$ cat src/rtl/ctrl_types_pkg.sv
// Shared controller types: sub-FSM states, sub-FSM response and delete error codes.
// Ports: none (package only).
// Imported by the controller and its GET/SET/PUT/DEL sub-FSMs.
package ctrl_types_pkg;

  // Delete sub-FSM states. The mixed DEL_ST_/ST_DEL_ prefixes are historical
  // and referenced by the top controller, so they are kept as-is.
  typedef enum logic [2:0] {
    DEL_ST_START        = 3'd0,
    DEL_ST_CHECK_EXISTS = 3'd1,
    ST_DEL_DELETE       = 3'd2,
    ST_DEL_DONE         = 3'd3,
    ST_DEL_ERROR        = 3'd4
  } del_substate_e;

  // One-cycle response pulses from any sub-FSM back to the top controller.
  typedef struct packed {
    logic done;
    logic error;
  } sub_cmd_t;

  // Cause of the most recent delete failure.
  typedef enum logic [1:0] {
    DEL_ERR_NONE      = 2'd0,
    DEL_ERR_NOT_FOUND = 2'd1,
    DEL_ERR_TIMEOUT   = 2'd2
  } del_err_e;

endpackage

$ cat src/rtl/ctrl_del_fsm_if.sv
// Key-store / valid-bit array handshake used by the delete sub-FSM.
// Ports: lookup_req_o/lookup_key_o -> lookup_ack_i/lookup_hit_i/lookup_idx_i;
//        del_req_o/del_idx_o -> del_ack_i. master = FSM side, slave = key store.
interface ctrl_del_fsm_if #(
  parameter int KEY_WIDTH = 16,
  parameter int IDX_WIDTH = 4
);
  logic                 lookup_req_o;
  logic [KEY_WIDTH-1:0] lookup_key_o;
  logic                 lookup_ack_i;
  logic                 lookup_hit_i;
  logic [IDX_WIDTH-1:0] lookup_idx_i;
  logic                 del_req_o;
  logic [IDX_WIDTH-1:0] del_idx_o;
  logic                 del_ack_i;

  modport master (
    output lookup_req_o, lookup_key_o, del_req_o, del_idx_o,
    input  lookup_ack_i, lookup_hit_i, lookup_idx_i, del_ack_i
  );

  modport slave (
    input  lookup_req_o, lookup_key_o, del_req_o, del_idx_o,
    output lookup_ack_i, lookup_hit_i, lookup_idx_i, del_ack_i
  );
endinterface

$ cat src/rtl/ctrl_wait_timer.sv
// Saturating ack-wait counter shared by the controller sub-FSMs.
// Latency: expired is registered-count decode, high once TIMEOUT_CYCLES-1 cycles of run have elapsed.
// Backpressure: none; clear wins over run. Ports: clk, rst, clear, run -> expired.
module ctrl_wait_timer #(
  parameter int TIMEOUT_CYCLES = 8
) (
  input  logic clk,
  input  logic rst,
  input  logic clear,
  input  logic run,
  output logic expired
);
  localparam int            CW   = $clog2(TIMEOUT_CYCLES);
  localparam logic [CW-1:0] LAST = CW'(TIMEOUT_CYCLES - 1);

  logic [CW-1:0] cnt;

  // Saturate at LAST so a caller that keeps run high never sees a wrap.
  always_ff @(posedge clk) begin
    if (rst || clear) begin
      cnt <= '0;
    end else if (run && (cnt != LAST)) begin
      cnt <= cnt + CW'(1);
    end
  end

  assign expired = (cnt == LAST);
endmodule

$ cat src/rtl/ctrl_del_fsm.sv
// Delete responder: lookup key, invalidate hit entry, pulse done/error to the controller.
// Latency: start at edge N -> lookup_req N+1, del_req N+2, done N+3 (same-cycle acks); miss error N+2.
// Backpressure: requests hold until acked, timed out, aborted or reset; start ignored while busy.
// Ports: clk, rst; start_i/abort_i/key_i from controller; sub_cmd_o/err_code_o/busy_o/state_o back;
//        ks (master) carries the key-store lookup and invalidate handshakes.
module ctrl_del_fsm
  import ctrl_types_pkg::*;
#(
  parameter int KEY_WIDTH      = 16,
  parameter int NUM_ENTRIES    = 16,
  parameter int TIMEOUT_CYCLES = 8
) (
  input  logic                 clk,
  input  logic                 rst,
  input  logic                 start_i,
  input  logic                 abort_i,
  input  logic [KEY_WIDTH-1:0] key_i,
  output sub_cmd_t             sub_cmd_o,
  output del_err_e             err_code_o,
  output logic                 busy_o,
  output del_substate_e        state_o,
  ctrl_del_fsm_if.master       ks
);
  localparam int IDX_WIDTH = $clog2(NUM_ENTRIES);

  del_substate_e        state;
  logic [KEY_WIDTH-1:0] key_q;
  logic [IDX_WIDTH-1:0] idx_q;
  del_err_e             err_q;

  logic in_lookup;
  logic in_delete;
  logic tmr_clear;
  logic tmr_run;
  logic tmr_expired;

  assign in_lookup = (state == DEL_ST_CHECK_EXISTS);
  assign in_delete = (state == ST_DEL_DELETE);

  // The counter is held cleared outside the wait states, and also on the
  // lookup-ack cycle so that DELETE starts with a fresh window.
  assign tmr_clear = !(in_lookup || in_delete) || (in_lookup && ks.lookup_ack_i);
  assign tmr_run   = (in_lookup && !ks.lookup_ack_i) || (in_delete && !ks.del_ack_i);

  ctrl_wait_timer #(.TIMEOUT_CYCLES(TIMEOUT_CYCLES)) u_timer (
    .clk     (clk),
    .rst     (rst),
    .clear   (tmr_clear),
    .run     (tmr_run),
    .expired (tmr_expired)
  );

  // Abort is checked ahead of the case so it beats start, acks and timeout,
  // and it touches nothing but the state register.
  always_ff @(posedge clk) begin
    if (rst) begin
      state <= DEL_ST_START;
      key_q <= '0;
      idx_q <= '0;
      err_q <= DEL_ERR_NONE;
    end else if (abort_i) begin
      state <= DEL_ST_START;
    end else begin
      unique case (state)
        DEL_ST_START: begin
          if (start_i) begin
            key_q <= key_i;
            err_q <= DEL_ERR_NONE;
            state <= DEL_ST_CHECK_EXISTS;
          end
        end
        DEL_ST_CHECK_EXISTS: begin
          // An ack in the last window cycle is taken before the timeout.
          if (ks.lookup_ack_i) begin
            if (ks.lookup_hit_i) begin
              idx_q <= ks.lookup_idx_i;
              state <= ST_DEL_DELETE;
            end else begin
              err_q <= DEL_ERR_NOT_FOUND;
              state <= ST_DEL_ERROR;
            end
          end else if (tmr_expired) begin
            err_q <= DEL_ERR_TIMEOUT;
            state <= ST_DEL_ERROR;
          end
        end
        ST_DEL_DELETE: begin
          if (ks.del_ack_i) begin
            state <= ST_DEL_DONE;
          end else if (tmr_expired) begin
            err_q <= DEL_ERR_TIMEOUT;
            state <= ST_DEL_ERROR;
          end
        end
        ST_DEL_DONE:  state <= DEL_ST_START;
        ST_DEL_ERROR: state <= DEL_ST_START;
        default:      state <= DEL_ST_START;
      endcase
    end
  end

  // Every output is a decode of the state register or a captured register.
  assign sub_cmd_o.done  = (state == ST_DEL_DONE);
  assign sub_cmd_o.error = (state == ST_DEL_ERROR);
  assign err_code_o      = err_q;
  assign busy_o          = (state != DEL_ST_START);
  assign state_o         = state;
  assign ks.lookup_req_o = in_lookup;
  assign ks.lookup_key_o = key_q;
  assign ks.del_req_o    = in_delete;
  assign ks.del_idx_o    = idx_q;
endmodule
$ cat src/flat_wrapper.sv
// flat-port wrapper written by rule: the top's interface ports become plain ports
module ctrl_del_fsm_flat import ctrl_types_pkg::*;
#(
  parameter int KEY_WIDTH      = 16,
  parameter int NUM_ENTRIES    = 16,
  parameter int TIMEOUT_CYCLES = 8
)
  (clk, rst, start_i, abort_i, key_i, sub_cmd_o, err_code_o, busy_o, state_o, ks_lookup_req_o, ks_lookup_key_o, ks_del_req_o, ks_del_idx_o, ks_lookup_ack_i, ks_lookup_hit_i, ks_lookup_idx_i, ks_del_ack_i);
  ctrl_del_fsm_if #(.KEY_WIDTH(KEY_WIDTH)) ks_i ();
  input  logic clk;
  input  logic rst;
  input  logic start_i;
  input  logic abort_i;
  input  logic [KEY_WIDTH-1:0] key_i;
  output sub_cmd_t sub_cmd_o;
  output del_err_e err_code_o;
  output logic busy_o;
  output del_substate_e state_o;
  output wire logic [$bits(ks_i.lookup_req_o)-1:0] ks_lookup_req_o;
  output wire logic [$bits(ks_i.lookup_key_o)-1:0] ks_lookup_key_o;
  output wire logic [$bits(ks_i.del_req_o)-1:0] ks_del_req_o;
  output wire logic [$bits(ks_i.del_idx_o)-1:0] ks_del_idx_o;
  input wire logic [$bits(ks_i.lookup_ack_i)-1:0] ks_lookup_ack_i;
  input wire logic [$bits(ks_i.lookup_hit_i)-1:0] ks_lookup_hit_i;
  input wire logic [$bits(ks_i.lookup_idx_i)-1:0] ks_lookup_idx_i;
  input wire logic [$bits(ks_i.del_ack_i)-1:0] ks_del_ack_i;
  assign ks_lookup_req_o = ks_i.lookup_req_o;
  assign ks_lookup_key_o = ks_i.lookup_key_o;
  assign ks_del_req_o = ks_i.del_req_o;
  assign ks_del_idx_o = ks_i.del_idx_o;
  assign ks_i.lookup_ack_i = ks_lookup_ack_i;
  assign ks_i.lookup_hit_i = ks_lookup_hit_i;
  assign ks_i.lookup_idx_i = ks_lookup_idx_i;
  assign ks_i.del_ack_i = ks_del_ack_i;
  ctrl_del_fsm #(.KEY_WIDTH(KEY_WIDTH), .NUM_ENTRIES(NUM_ENTRIES), .TIMEOUT_CYCLES(TIMEOUT_CYCLES)) u_core (.clk(clk), .rst(rst), .start_i(start_i), .abort_i(abort_i), .key_i(key_i), .sub_cmd_o(sub_cmd_o), .err_code_o(err_code_o), .busy_o(busy_o), .state_o(state_o), .ks(ks_i));
endmodule
$ cat config.mk
export PLATFORM = sky130hd
export DESIGN_NAME = ctrl_del_fsm_flat
export DESIGN_NICKNAME = d
export VERILOG_FILES = /design/src/rtl/ctrl_types_pkg.sv /design/src/rtl/ctrl_del_fsm_if.sv /design/src/rtl/ctrl_wait_timer.sv /design/src/rtl/ctrl_del_fsm.sv /design/src/flat_wrapper.sv
export SDC_FILE = /design/constraint.sdc
export NUM_CORES = 1
export LEC_CHECK = 0
export ABC_CLOCK_PERIOD_IN_PS = 2180
export BUFFER_PORTS_ARGS = -buffer_cell sky130_fd_sc_hd__buf_2
export CORE_UTILIZATION = 45
export DETAILED_ROUTE_END_ITERATION = 10
export PLACE_DENSITY_LB_ADDON = 0.2
export SLEW_MARGIN = 10
export SYNTH_ARGS = -nofsm -noshare
export SYNTH_HDL_FRONTEND = slang
export SYNTH_SLANG_ARGS = --single-unit
$ cat constraint.sdc
create_clock -name clk -period 2.18 [get_ports clk]
set_input_delay 0.436 -clock clk [delete_from_list [all_inputs] [get_ports clk]]
set_output_delay 0.436 -clock clk [all_outputs]
set_load 0.1 [all_outputs]
**After elaboration in Yosys (flattened, before gate mapping)**

Cells that the tools add are included.
W data, S select, Z words.

- Register bits: 28
- Bits of input ports: 27
- Output and inout port bits: 30
- Logic and storage cells: 46

- Add/subtract/negate cells: 1
- Equal/unequal tests: 9
- Mux-type cells: 12
- Bitwise logic cells: 1
- Reductions and logical operators: 18

Operators by type and width:

| kind | number |
|---|---|
| $mux W3 | 5 |
| $mux W2 | 5 |
| $pmux W3 S3 | 1 |
| $eq A3 B2 Y1 const B | 2 |
| $eq A3 B3 Y1 const B | 2 |
| $ne A3 B3 Y1 const B | 2 |
| $pmux W2 S3 | 1 |
| $reduce_bool A3 Y1 | 2 |
| $reduce_and A5 Y1 | 1 |
| $logic_and A1 B1 Y1 | 4 |
| $logic_or A1 B1 Y1 | 4 |
| $ne A2 B2 Y1 const B | 2 |
| $reduce_and A4 Y1 | 1 |
| $add A3 B1 Y3 const B | 1 |
| $eq A3 B1 Y1 const B | 1 |
| $logic_not A1 Y1 | 3 |
| $logic_not A3 Y1 | 1 |
| $reduce_and A3 Y1 | 1 |
| $reduce_or A2 Y1 | 1 |
| $not A1 Y1 | 1 |

**Longest topological paths before layout**

Gate-level depths: netlist of the first run.

- Depth after elaboration: 5
- Gate-level depth with buffers: 7

**By module**

From an unflattened synthesis of the first run, not the netlist that was laid out.

- Cell total of the unflattened synthesis: 121
- Area, all modules: 1,233.7 sq um

Modules (own cells, without submodules):

| module | times used | cells each | area an instance (sq um) | seq. area each (sq um) |
|---|---|---|---|---|
| ctrl_del_fsm | 1 | 109 | 1,091.0 | 500.5 |
| ctrl_wait_timer | 1 | 12 | 142.6 | 60.1 |

**Worst setup path before layout of the first run**

No wires, ideal clock.

- Path kind: reg-to-reg
- Start: register u_core.state[0], in the netlist u_core.state_o[0]
- End: register u_core.idx_q[0], in the netlist u_core.ks.del_idx_o[0]
- Setup time: 0.124 ns
- Arrival: 4.295 ns
- Slack: -2.240 ns
- Stages on the path, launching flop included: 6
- Buffers on the path: 1
- Cell sequence: dfxtp_1 -> nor3b_1 -> and4b_1 -> clkbuf_1 -> mux2i_1 -> nor2_1

- Word-level cells in the longest chain between the ends: 2

RTL lines:

| item | line | source |
|---|---|---|
| start, declared | ctrl_del_fsm.sv:26 | `del_substate_e state;` |
| start signal, assigned | ctrl_del_fsm.sv:57 | `state <= DEL_ST_START;` |
| start signal, assigned | ctrl_del_fsm.sv:62 | `state <= DEL_ST_START;` |
| start signal, assigned | ctrl_del_fsm.sv:69 | `state <= DEL_ST_CHECK_EXISTS;` |
| $eq A3 B1 Y1 | n/a |  |
| named net ks_lookup_req_o | flat_wrapper.sv:19 | `output wire logic [$bits(ks_i.lookup_req_o)-1:0] ks_lookup_req_o;` |
| $reduce_and A4 Y1 (no line) | n/a |  |
| end signal, assigned | ctrl_del_fsm.sv:76 | `idx_q <= ks.lookup_idx_i;` |
| end, declared | ctrl_del_fsm.sv:28 | `logic [IDX_WIDTH-1:0] idx_q;` |

The timed path passes the listed nets, and every way through them passes these cells.
A chain may end at the register's enable or synchronous reset.

==> results of run 1 <==
## through the flow
stage / utilization [%] / total power, mW / setup TNS [ns]
2_1_floorplan: - / 0.749 / -0.395
3_3_place_gp: 60.6 / 0.790 / 0
3_5_place_dp: 60.6 / 0.794 / 0
4_1_cts: 62.4 / 1.08 / 0
5_1_grt: 62.4 / 1.11 / 0
6_report: 62.4 / 1.07 / 0
## worst min-delay path by stage
| stage | slack [ns] | to | from | depth (start not counted) |
|---|---|---|---|---|
| 6_report | 0.34 | u_core.ks.lookup_key_o[2] | key_i[2] | 3 |
| 3_3_place_gp | 0.47 | u_core.err_code_o[0] | u_core.err_code_o[0] | 1 |
| 4_1_cts | 0.34 | u_core.ks.lookup_key_o[2] | key_i[2] | 3 |
| 5_1_grt | 0.33 | u_core.ks.lookup_key_o[8] | key_i[8] | 3 |
| 2_1_floorplan | 0.47 | u_core.u_timer.cnt[1] | u_core.u_timer.cnt[1] | 2 |
| 3_5_place_dp | 0.47 | u_core.err_code_o[0] | u_core.err_code_o[0] | 1 |
## cell usage after synthesis
cell / instances
or3_4: 1
and3_1: 2
nand2_1: 6
nand2b_1: 2
dfxtp_1: 28
ha_1: 2
nor3_1: 3
nor4_1: 1
a21oi_1: 2
nor3b_1: 2
clkbuf_1: 3
a31oi_1: 1
a22o_1: 1
a211oi_1: 2
buf_12: 1
mux2i_1: 22
nor2_1: 25
xor2_1: 1
a211o_2: 1
or2_2: 1
o32a_1: 1
nor2b_1: 2
a2bb2oi_1: 2
and3b_1: 1
a41oi_1: 2
inv_1: 2
and4b_1: 1
dlygate4sd1_1: 2
buf_6: 2
or3b_1: 1
or3b_2: 2
## power groups by stage
stage	Combinational [mW]	Clock, mW	Sequential [mW]
final	0.245	0.288	0.537
after floorplan	0.0849	0	0.664
after global routing	0.257	0.318	0.540
after CTS	0.246	0.294	0.537
after detailed placement	0.245	0	0.548
after global placement	0.243	0	0.547
## sequential cells by signal, summed over array words and instances (netlist names)
| name | count |
|---|---|
| u_core.err_code_o | 2 |
| u_core.u_timer.cnt | 3 |
| u_core.ks.lookup_key_o | 16 |
| u_core.state_o | 3 |
| u_core.ks.del_idx_o | 4 |
## area by class of cell
class                      instances  area share [%]
sequential                        28            36.0
timing repair buffer              57            18.1
inverter                           2           0.472
clock buffer                       4            2.99
multi-input combinational         87            40.1
tap                               30            2.36
## per-layer routing
| layer | GRT usage [%] | share of wire (%) | vias up |
|---|---|---|---|
| met4 | 5.13 | 0.41 | 0 |
| met3 | 3.06 | 5.5 | 2 |
| met2 | 29.9 | 50 | 35 |
| met1 | 20.4 | 44 | 492 |
| li1 | - | - | 543 |
| met5 | 0 | 0 | - |
## worst register-to-register path, cell delays in order (launching register included)
cell	delay [ns]
dfxtp_4	0.43
or3_4	0.39
or3b_1	0.34
buf_4	0.22
mux2i_1	0.19
nor2_1	0.06
## logic make-up (layout without fill, tap and decap cells)
family | Yosys count | count (layout)
AND/OR/NAND/NOR | 50 | 50
flip-flops | 28 | 28
AO/OA/AOI/OAI | 12 | 12
adder cells (fa/ha/maj) | 2 | 2
buffers and inverters | 10 | 63
multiplexers | 22 | 22
XOR/XNOR | 1 | 1
==> summary.md, run 1 <==
| Metric | Value |
|---|---|
| Yosys reg bits | 28 |
| DRC violations left | 0 |
| Buf+Inv Stages, Crit Path | 2 |
| H-tree depth | 1 |
| Largest net degree at the start of global routing | 25 |
| Drt wl/cell | 11.8 um |
| Share of Yosys cell area claimed by the top area cell type | 45.2% |
| Worst-path cell chain | inv_1 -> and3_2 -> buf_2 |
| Least-Margin Pin Slew | 0.497 ns |
| Mux contribution to synthesized area | between 15 and 20% |
| Later-pin clock latency in the skew report | ~0.32 ns |
| Total track usage | 16.9% |
| Max-Slew Margin vs Limit | 66.7% |
| RSZ-0062 raised after global routing | false |
| Post-Route WL | 2.46 mm |
| Startpoint types | register |
| Nets | 208 |
| Area after DPL | around 1500 um^2 |
| Worst path depth | 3 |
| DIE AREA | approximately 3000 um^2 |
| Std cell rows | 18 |
| Gpl congestion | between 0.8 and 0.9 |
| CP required | 1.74 ns |
| Die width | approximately 55 um |
| Post-synthesis xor/xnor area fraction | 0.706% |
| Worst clock skew | roughly 0.0062 ns |
| Via count | 1072 |
| Antenna Nets Post-Route | 0 |
| Global route overflow | 0 |
| PnR worst setup slack | 0.181 ns |
| Final Slew Violations | 0 |
| Capturing point of the worst reg2reg path | u_core.ks.lookup_key_o[0] |
| Mapped Cells | 125 |
| Clock Path Buffers | 2 |
| Pint | 726 uW |
| DR pass1 iterations | 6 |
| DR iter-0 viols | 10 |
| Hold slack | 0.340 ns |
| Vias per std cell | between 5 and 6 |
| Maxcap violations | 0 |
| Core area | between 2000 and 3000 um^2 |
| Main area contributors after synthesis | dfxtp_1 (45%), mux2i_1 (18%), nor2_1 (7.6%) |
| Footprint of the multi-input gates | 637 um^2 |
| CP delay by family, top | buffers and inverters |
| Worst R2R Setup Slack | 0.44 ns |
| Share of layout cells above drive strength 1 | 41.0% |
| Post-CTS Setup Inserts | 0 |
| Clk slew on worst S/H paths | 0.15 ns |
| Clock Root Buffer | clkbuf_4 |
| Synth cell types | 31 |
| Adder-Cell Fraction of Synth Area | 2.02% |
| Vias in the first global route | 877 |
| Netlist Area Pre-Place | about 1200 um^2 |
| HPWL after DPL | 1.90 mm |
| Storage element area | about 570 um^2 |
| R2R Path Start | u_core.state_o[0] |
| Post-Synth Simple-Gate Area | 20.4% |
| Area leader, netlist | dfxtp_1 |
| End of the critical path | sub_cmd_o[1] |
| Die height | between 50 and 60 um |
| Initial antenna violation count | 0 |
| Crit path from | u_core.state_o[2] |
| WS Path Type | register to primary output |
| # hold bufs at CTS | 0 |
| CP peak stage delay | 0.42 ns |
| Post-Place Cells | between 200 and 250 |
| Fill count | 245 |
| Synthesized Nets | around 150 |
| Post-place setup slack | 0.430 ns |
| Crit end category | primary output |
| Area Overhead vs Synth | 28.0% |
| Worst Hold Class | input pin to register |
| Diode count | 0 |
| Clock power frac | 26.9% |
| Status | finished clean |
| Switch share | 32.1% |
| Commonest non-fill, non-tap cell in the layout | buf_2 |
| Initial Util | a little under 50% |
| CP Max Fanout | 11 |
| Final Hold Fails | 0 |
| Period utilization | between 90% and 100% |
| Total clock sinks | 28 |
| Fmax | between 500 and 600 MHz |
| Final Non-Filler Cells | 208 |
| TritonCTS clock tree | yes |
| Final setup viols | 0 |
| Io pins | 57 |
| Syn Area/Cell | 9.93 um^2 |
| Leak | 0.842 nW |
| Syn. warnings | 0 |
| CP max stage cell | dfxtp_4 |
| Finished Cell Area | 1590 um^2 |
| CTS Buf Count | 3 |
| Complex-gate fraction of the synthesized area | 7.66% |
| NetSw | 344 uW |
| Global-route wire length before repair | around 3.7 mm |
| Largest family of logic cells by synthesized area | simple AND/OR/NAND/NOR gates |
| Sequential Power Share | roughly half |
| PwrDens | approximately 670 nW/um^2 |
| Most frequent cells in the layout | buf_2 (56), nor2_1 (25), dfxtp_1 (25) |
| Register area share after synthesis | between 40% and 50% |
| PortBufs | 56 |
| Fin crit period | about 2 ns |
| FF-to-FF path depth | 5 |
| Logic pwr share | 22.9% |
| Post_cts resized | 0 |
| Maximum vdd drop | between 400 and 500 uV |
| Arr. time, crit path | 1.56 ns |
Power figures use the tool's default switching activity.
==> run 2, diff against run 1 <==
- BUFFER_PORTS_ARGS: -buffer_cell sky130_fd_sc_hd__buf_2 -> -buffer_cell sky130_fd_sc_hd__buf_4
==> run 2 against run 1 <==
First-iteration DRC count rose by 20%. Non-clock buffer count unchanged. Critical endpoint unchanged. Power rose by 2.1%. Global-route usage rose by 1.8 points.
==> summary.md, run 2 (synthesis results as in run 1) <==
| Metric | Value |
|---|---|
| CP peak stage delay | 0.42 ns (about the same) |
| Worst path depth | 3 (unchanged) |
| PwrDens | 632 nW/um^2 (-6.1%) |
| WS Path Type | register to primary output |
| Vias per std cell | 5.00 (-2.9%) |
| CP required | 1.74 ns (about the same) |
| HPWL after DPL | 1.98 mm (+3.9%) |
| Commonest non-fill, non-tap cell in the layout | buf_4 |
| Leak | 0.864 nW (+2.6%) |
| Max-Slew Margin vs Limit | 69.2% (+2.5 points) |
| Hold_sp | key_i[9] |
| R2R Path Start | u_core.state_o[0] |
| CP max stage cell | dfxtp_4 |
| Antenna Nets Post-Route | 0 (unchanged) |
| Die width | 54.5 um (unchanged) |
| Crit end category | primary output |
| Core area | 2540 um^2 (unchanged) |
| Total clock sinks | 28 (unchanged) |
| Nets | 208 (unchanged) |
| TritonCTS clock tree | yes |
| Area Overhead vs Synth | 39.3% |
| PortBufs | 56 (unchanged) |
| # hold bufs at CTS | 0 (unchanged) |
| Largest net degree at the start of global routing | 25 (unchanged) |
| Arr. time, crit path | 1.43 ns (-0.13 ns) |
| Later-pin clock latency in the skew report | 0.32 ns (about the same) |
| Clock Root Buffer | clkbuf_4 |
| Fill count | 220 (-10%) |
| Utilization after layout | 67.9% (+5.5 points) |
| Worst Hold Class | input pin to register |
| Initial antenna violation count | 0 (unchanged) |
| Global route overflow | 0 (unchanged) |
| Maxcap violations | 0 (unchanged) |
| Least-Margin Pin Slew | 0.460 ns (-0.0371 ns) |
| DR iter-0 viols | 12 (+2) |
| Most frequent cells in the layout | buf_4 (57), nor2_1 (25), dfxtp_1 (25) |
| Std cell rows | 18 (unchanged) |
| Fmax | 535 MHz (+6.9%) |
| Startpoint types | register |
| Final TNS setup | 0 ns (unchanged) |
| Worst R2R Setup Slack | 0.45 ns (about the same) |
| Period utilization | 85.7% (-6.0 points) |
| Io pins | 57 (unchanged) |
| Share of layout cells above drive strength 1 | 41.0% (unchanged) |
| Gpl congestion | 0.922 (+7.4%) |
| Status | finished clean |
| RSZ-0062 raised after global routing | false |
| Via count | 1041 (-2.9%) |
| FF-to-FF path depth | 5 (unchanged) |
| DRC violations left | 0 (unchanged) |
| Max FFs per register | 16 (unchanged) |
| Total track usage | 18.6% (+1.8 points) |
| Diode count | 0 (unchanged) |
| CP Max Fanout | 11 (unchanged) |
| Vias in the first global route | 920 (+4.9%) |
| Final setup viols | 0 (unchanged) |
| Final Hold Fails | 0 (unchanged) |
| Power Total | 1.09 mW (+2.1%) |
| End of the critical path | sub_cmd_o[1] |
| Area after DPL | 1680 um^2 (+9.1%) |
| DIE AREA | 2970 um^2 (unchanged) |
| Maximum vdd drop | 517 uV (+18%) |
| Global-route wire length before repair | 3.92 mm (+7.0%) |
| Post_cts resized | 0 (unchanged) |
| Worst clock skew | 0.00754 ns (+0.00137 ns) |
| Buf+Inv Stages, Crit Path | 2 (unchanged) |
| CP delay by family, top | buffers and inverters |
| Drt wl/cell | 12.2 um (+3.5%) |
| Post-Route WL | 2.55 mm (+3.5%) |
| Capturing point of the worst reg2reg path | u_core.ks.lookup_key_o[1] |
| Die height | 54.5 um (unchanged) |
| Final Slew Violations | 0 (unchanged) |
| CTS Buf Count | 3 (unchanged) |
| Crit path from | u_core.state_o[2] |
| Clk slew on worst S/H paths | 0.15 ns (about the same) |
| Finished Cell Area | 1730 um^2 (+8.8%) |
| Post-CTS Setup Inserts | 0 (unchanged) |
| Fin crit period | 1.87 ns (-0.130 ns) |
| Worst-path cell chain | inv_1 -> and3_2 -> buf_4 |
| H-tree depth | 1 (unchanged) |
| DR pass1 iterations | 4 (-2) |
| Clock Path Buffers | 2 (unchanged) |
| Initial Util | 48.8% (unchanged) |
[run 2: changes by cell type in the layout (fill, tap and decap cells not counted)]
cell   delta
buf_4    +56
buf_2    -56
[run 2: layout make-up]
class                           instances  area, um^2  share of cell area (%)
Clock buffer                            4        47.5                    2.75
Multi-Input combinational cell         87         637                    36.8
Sequential cell                        28         572                    33.1
Tap cell                               30        37.5                    2.17
Inverter                                2        7.51                   0.434
Timing Repair Buffer                   57         428                    24.7
[run 2: worst reg2reg max path, stage by stage, from the launching register on]
cell	delay [ns]
dfxtp_4	0.43
or3_4	0.40
or3b_1	0.34
buf_4	0.22
mux2i_1	0.19
nor2_1	0.05
[run 2: worst min-delay path by stage]
stage	end	slack, ns	depth (start not counted)
2_1_floorplan	u_core.u_timer.cnt[1]	0.47	2
3_3_place_gp	u_core.err_code_o[0]	0.47	1
3_5_place_dp	u_core.err_code_o[0]	0.48	1
4_1_cts	u_core.ks.lookup_key_o[9]	0.33	3
5_1_grt	u_core.ks.lookup_key_o[2]	0.32	3
6_report	u_core.ks.lookup_key_o[9]	0.34	3
[run 2: routing by layer]
layer | up-vias | global-route usage, % | wire length, um
li1 | 542 | - | -
met2 | 29 | 32.7 | 1250
met5 | - | 0 | 0
met1 | 468 | 22.5 | 1150
met4 | 0 | 6.41 | 20
met3 | 2 | 3.33 | 120
[run 2: stage by stage]
step | cells | hold WS, ns | setup WS, ns
6_report | 208 | 0.337 | 0.311
5_1_grt | 208 | 0.315 | 0.206
4_1_cts | 208 | 0.332 | 0.303
3_5_place_dp | 204 | 0.477 | 0.429
3_3_place_gp | 204 | 0.473 | 0.489
2_1_floorplan | 125 | 0.468 | -0.0988
[run 2: power by group]
part	internal (mW)	switching, mW
logic	0.0838	0.185
registers	0.526	0.0121
clock network	0.140	0.146
total	0.749	0.343
